`config.mk`:
```
export PLATFORM = sky130hd
export DESIGN_NAME = montgomery_mul_ctrl
export DESIGN_NICKNAME = d
export VERILOG_FILES = /design/src/rtl/montgomery_mul_ctrl_pkg.sv /design/src/rtl/mont_cond_sub.sv /design/src/rtl/montgomery_mul_ctrl.sv
export SDC_FILE = /design/constraint.sdc
export NUM_CORES = 2
export LEC_CHECK = 0
export BUFFER_PORTS_ARGS = -buffer_cell sky130_fd_sc_hd__buf_2
export CAP_MARGIN = 20
export CORE_AREA = 2 2 453 455
export CTS_BUF_LIST = sky130_fd_sc_hd__clkbuf_8
export DETAILED_ROUTE_END_ITERATION = 10
export DIE_AREA = 0 0 455 457
export PLACE_DENSITY_LB_ADDON = 0.05
export SLEW_MARGIN = 30
export SYNTH_ARGS = -nofsm -noshare
export SYNTH_HDL_FRONTEND = slang
export SYNTH_SLANG_ARGS = --single-unit
```
`constraint.sdc`:
```
create_clock -name clk -period 7.4 [get_ports clk]
set_input_delay 1.11 -clock clk [delete_from_list [all_inputs] [get_ports clk]]
set_output_delay 1.11 -clock clk [all_outputs]
set_load 0.02 [all_outputs]
```
`src/rtl/montgomery_mul_ctrl_pkg.sv`:
```
// montgomery_mul_ctrl_pkg
//   Shared definitions for the Montgomery multiplier controller.
//   - state_t      : controller FSM states
//   - acc_width()  : width of the t + m*p accumulator for a given operand width
//   - DEFAULT_*    : default operand width and the matching accumulator width
package montgomery_mul_ctrl_pkg;

    typedef enum logic [2:0] {
        IDLE,
        MUL_T,
        MUL_M,
        MUL_U,
        FINAL,
        DONE
    } state_t;

    localparam int DEFAULT_WIDTH = 128;

    // t and m*p are both 2*width bits; their sum needs one extra carry bit.
    function automatic int acc_width(input int w);
        return 2 * w + 1;
    endfunction

    localparam int DEFAULT_ACC_WIDTH = acc_width(DEFAULT_WIDTH);

endpackage

```
`src/rtl/mont_cond_sub.sv`:
```
// mont_cond_sub
//   Final Montgomery reduction step: result = (u >= p) ? u - p : u.
//   u is known to be below 2p, so one conditional subtraction suffices.
//   Ports:
//     u      in  width+1  reduced accumulator (t + m*p) >> width
//     p      in  width    modulus
//     result out width    u mod p
module mont_cond_sub #(
    parameter int width = 128
) (
    input  logic [width:0]   u,
    input  logic [width-1:0] p,
    output logic [width-1:0] result
);

    logic             ge;
    logic [width-1:0] diff;

    // NOTE: every output of a combinational block is assigned on every path,
    // so no latch can be inferred.
    always_comb begin
        ge     = (u >= {1'b0, p});
        // Only the low width bits of u - p are needed: when ge holds the
        // true difference is below p and fits in width bits.
        diff   = u[width-1:0] - p;
        result = ge ? diff : u[width-1:0];
    end

endmodule

```
`src/rtl/montgomery_mul_ctrl.sv`:
```
// montgomery_mul_ctrl
//   Montgomery modular multiplier controller: result = a*b*2^(-width) mod p.
//   The three wide products (t = a*b, m = t*p_inv mod R, m*p) are requested
//   from an external multiplier over an enable/done handshake; the add,
//   shift and conditional subtraction are done here.
//   Ports:
//     clk, reset        clock, asynchronous active-low reset
//     start             request, sampled only when idle
//     a, b, p, p_inv    operands, odd modulus, -p^-1 mod 2^width
//     busy, done        in-progress flag, one-cycle completion pulse
//     result            Montgomery product, held until the next done
//     mul_enable        one-cycle multiplier request
//     mul_a, mul_b      multiplier operands, stable until mul_done
//     mul_ab, mul_done  2*width product and its one-cycle valid pulse
module montgomery_mul_ctrl
    import montgomery_mul_ctrl_pkg::*;
#(
    parameter int width = DEFAULT_WIDTH
) (
    input  logic                 clk,
    input  logic                 reset,
    input  logic                 start,
    input  logic [width-1:0]     a,
    input  logic [width-1:0]     b,
    input  logic [width-1:0]     p,
    input  logic [width-1:0]     p_inv,
    output logic                 busy,
    output logic                 done,
    output logic [width-1:0]     result,
    output logic                 mul_enable,
    output logic [width-1:0]     mul_a,
    output logic [width-1:0]     mul_b,
    input  logic [2*width-1:0]   mul_ab,
    input  logic                 mul_done
);

    localparam int acc_w = acc_width(width);

    state_t               state;
    logic [width-1:0]     p_q;
    logic [width-1:0]     p_inv_q;
    logic [2*width-1:0]   t_q;
    logic [width:0]       u_q;

    logic [acc_w-1:0]     sum;
    logic [width-1:0]     sub_result;
    logic                 mul_ack;

    // mul_enable is high exactly in the first cycle of a MUL state, so a
    // mul_done arriving in that cycle (or outside a MUL state) is ignored.
    assign mul_ack = mul_done && !mul_enable;

    // s = t + m*p; the low width bits are zero by construction of m.
    assign sum = {1'b0, t_q} + {1'b0, mul_ab};

    mont_cond_sub #(
        .width (width)
    ) u_cond_sub (
        .u      (u_q),
        .p      (p_q),
        .result (sub_result)
    );

    // a and b need no private copies: they are loaded straight into the
    // mul_a/mul_b registers, which hold them for the whole first product.
    // NOTE: every register here, datapath included, is cleared by reset so
    // an aborted operation leaves no stale t/u/result behind.
    always_ff @(posedge clk or negedge reset) begin
        if (!reset) begin
            state      <= IDLE;
            busy       <= 1'b0;
            done       <= 1'b0;
            result     <= '0;
            mul_enable <= 1'b0;
            mul_a      <= '0;
            mul_b      <= '0;
            p_q        <= '0;
            p_inv_q    <= '0;
            t_q        <= '0;
            u_q        <= '0;
        end else begin
            // NOTE: sequential state uses non-blocking assignments only, so
            // every right-hand side sees the pre-edge values.
            mul_enable <= 1'b0;
            done       <= 1'b0;

            case (state)
                IDLE: begin
                    if (start) begin
                        p_q        <= p;
                        p_inv_q    <= p_inv;
                        mul_a      <= a;
                        mul_b      <= b;
                        mul_enable <= 1'b1;
                        busy       <= 1'b1;
                        state      <= MUL_T;
                    end
                end

                MUL_T: begin
                    if (mul_ack) begin
                        t_q        <= mul_ab;
                        mul_a      <= mul_ab[width-1:0];
                        mul_b      <= p_inv_q;
                        mul_enable <= 1'b1;
                        state      <= MUL_M;
                    end
                end

                MUL_M: begin
                    // m = t*p_inv mod R: only the low half of the product.
                    if (mul_ack) begin
                        mul_a      <= mul_ab[width-1:0];
                        mul_b      <= p_q;
                        mul_enable <= 1'b1;
                        state      <= MUL_U;
                    end
                end

                MUL_U: begin
                    if (mul_ack) begin
                        u_q   <= sum[acc_w-1:width];
                        state <= FINAL;
                    end
                end

                FINAL: begin
                    result <= sub_result;
                    done   <= 1'b1;
                    state  <= DONE;
                end

                DONE: begin
                    busy  <= 1'b0;
                    state <= IDLE;
                end

                default: begin
                    busy  <= 1'b0;
                    state <= IDLE;
                end
            endcase
        end
    end

endmodule
```
==> impl_metrics.tcl <==
set metrics [dict create \
    switching_power_uw 21900 \
    finalMaxSlewViolations 0 \
    die_h_um 457 \
    crit_family "compound AO/OA/AOI/OAI gates" \
    synth_edf_count 0 \
    cp.buffers_inverters 3 \
    start_util 0.321 \
    synthFlopType "dfrtp_1" \
    grt_usage 0.258 \
    rows 166 \
    power.leakage_uw 0.0365 \
    ant_nets 0 \
    period_needed_ns 5.84 \
    crit_path_cell_trace "ha_1, a21oi_1, o21ai_0, a221oi_1, o211a_1, o41a_4, o21ai_1, a41o_1, a21oi_2, o31a_1, o21ai_2, a211oi_4, buf_4, buf_12, buf_12, nor2_1, a21oi_1, o21ai_1" \
    ioPinCount 1159 \
    mappedNetlistArea_um2 65300 \
    die_area_um2 208000 \
    layout.nets 9691 \
    synth-seq-area-share 0.395 \
    crit_start "u_q[14]" \
    grt_pass1_wl_um 403000 \
    hp-class "primary input to asynchronous set/reset pin" \
    drive_above_1_share 0.226 \
    yosysWarnings 0 \
    ctsLongestPathBuffers 3 \
    synthesis.instances 7500 \
    worst_clock_skew_ns 0.0405 \
    r2r_cells 18 \
    synthTopCellsByArea "dfrtp_1 (40%), ha_1 (7.3%), o21ai_0 (6.9%)" \
    dp_hpwl_um 224000 \
    whs_ns 0.133 \
    peakVddDrop_uv 376 \
    worstSkewPairLatency_ns 0.99 \
    die_w_um 455 \
    setup_tns_ns 0 \
    cp_num_cells 18 \
    postCtsSetupBuffers 0 \
    cp_slowest_cell "dfrtp_1" \
    cts-htree-levels 4 \
    maxClockFrequency_mhz 171 \
    antenna_found_initial 118 \
    firstDrtPassIters 6 \
    worst_pin_slew_ns 0.960 \
    synth_top_area_cell "dfrtp_1" \
    ctsHoldBuffers 0 \
    cts_made_buffers 200 \
    synth.most_common_cell "nand2_1" \
    drc 0 \
    ys_seq_elements 1031 \
    worst_ep_required_time_ns 8.24 \
    worstSetupPathType "register to register" \
    end_kind "register" \
    core_um2 203000 \
    maxSlewHeadroom 0.360 \
    first_global_vias 60400 \
    cts_tree "built" \
    totalWireLength_um 277000 \
    ys_top_cells_by_count "nand2_1 (1100), dfrtp_1 (1031), o21ai_0 (894)" \
    viasPerCell 5.34 \
    p_clk_frac 0.139 \
    grt-ovfl-total 0 \
    status "completed" \
    clockRootBuffer "clkbuf_8" \
    cts_num_sinks 1031 \
    port_buffers 1158 \
    wl_per_cell_um 24.3 \
    syn_nets 8656 \
    critPathArrivalTime_ns 6.68 \
    gp_congestion 0.924 \
    area_growth_pct 19.3 \
    r2r_setup_slack_ns 1.56 \
    worstPathMaxFanout 69 \
    synth.distinct_cells 92 \
    r2r_start "u_q[14]" \
    rsz0062_at_grt "false" \
    finalSetupViolCount 0 \
    intPower_uw 21300 \
    final_hold_viol_count 0 \
    grt_max_degree 195 \
    path_clk_slew_ns 0.06 \
    cpPeakStageDelay_ns 0.46 \
    start_kind "register" \
    ctsResizeCount 0 \
    async_flop_share 1.00 \
    drt-initial-drc-count 4049 \
    powerDensity_nw_per_um2 556 \
    period_share 0.789 \
    vias 60900 \
    pwr-share-comb 0.625 \
    p_seq_frac 0.236 \
    drv_cap 0 \
    syn_avg_cell_area_um2 8.70 \
    netlist.area_leader.share 0.395 \
    switching_share 0.507 \
]
==> stage by stage <==
| stage | instance area [um^2] | setup WS [ns] | total power [uW] | utilization | std cells |
|---|---|---|---|---|---|
| global route | 77800 | 1.36 | 46700 | 0.383 | 11400 |
| CTS | 77800 | 1.56 | 43500 | 0.383 | 11400 |
| detailed placement | 73700 | 1.15 | 37300 | 0.362 | 11000 |
| floorplan | 65300 | 3.01 | 28200 | - | 7500 |
| global placement | 73600 | 1.30 | 37200 | 0.362 | 11000 |
| finish | 77900 | 1.56 | 43300 | 0.383 | 11400 |
==> layer usage <==
layer  up-vias  share of wire  global-route usage
li1      29100              -                   -
met1     29500           0.44               0.335
met2      1793           0.47               0.431
met3       475          0.051              0.0440
met4        34          0.036              0.0874
met5         -        0.00073                   0
==> cell type report <==
| class | count | area, um^2 |
|---|---|---|
| well taps | 2688 | 3360 |
| fillers | 21300 | 125000 |
| clock buffers | 245 | 3370 |
| inverters | 265 | 995 |
| diodes | 35 | 87.6 |
| multi-input cells | 5812 | 37000 |
| flip-flops and latches | 1031 | 25800 |
| repair buffers | 1225 | 6510 |
| clock inverters | 107 | 741 |
==> kinds of logic after synthesis <==
| logic type | after synthesis | share of synthesized area |
|---|---|---|
| compound gates | 2599 | 0.234 |
| xor+xnor | 247 | 0.0331 |
| fa+ha+maj | 384 | 0.0737 |
| buf+inv | 657 | 0.0391 |
| flops | 1031 | 0.395 |
| mux | 530 | 0.0887 |
| simple gates | 2052 | 0.136 |
==> power groups by stage <==
| stage | logic, uW | clock network [uW] | registers (uW) |
|---|---|---|---|
| after floorplan | 17300 | 0 | 10900 |
| after global placement | 27000 | 0 | 10200 |
| after detailed placement | 27000 | 0 | 10300 |
| after CTS | 27100 | 6260 | 10200 |
| after global routing | 29700 | 6510 | 10500 |
| final | 27000 | 6020 | 10200 |
==> final timing paths <==
check	end
worst max-delay path	result[11]
worst min register to register	result[50]
min in group clk	p_q[8]
worst max register to register	result[11]
max in group asynchronous	p_inv_q[113]
worst min-delay path	mul_b[30]
==> state kept, by name (all words and copies together), names as in the netlist <==
signal / flops
t_q: 256
u_q: 129
mul_a: 128
mul_b: 128
p_inv_q: 128
p_q: 128
result: 128
state: 3
busy: 1
done: 1
mul_enable: 1
==> worst reg2reg max path: cells and delay by family (launching register included) <==
kind            cells  cell delay (ns)
simple gates        1             0.15
flops               1             0.46
fa+ha+maj           1             0.40
compound gates     13             3.75
buf+inv             3             0.94
==> placed cells by master, fill, tap and decap left out, types with 127 or more instances in the layout <==
master,n
a22o_1,132
o21bai_1,127
a21o_1,157
mux2i_1,143
clkbuf_8,245
buf_2,1157
o21ai_0,894
nor2_1,445
inv_1,332
nand4_1,182
dfrtp_1,1031
mux2_2,387
ha_1,383
xnor2_1,156
nand2_1,1098
a21oi_1,871
Power figures use the tool's default switching activity.
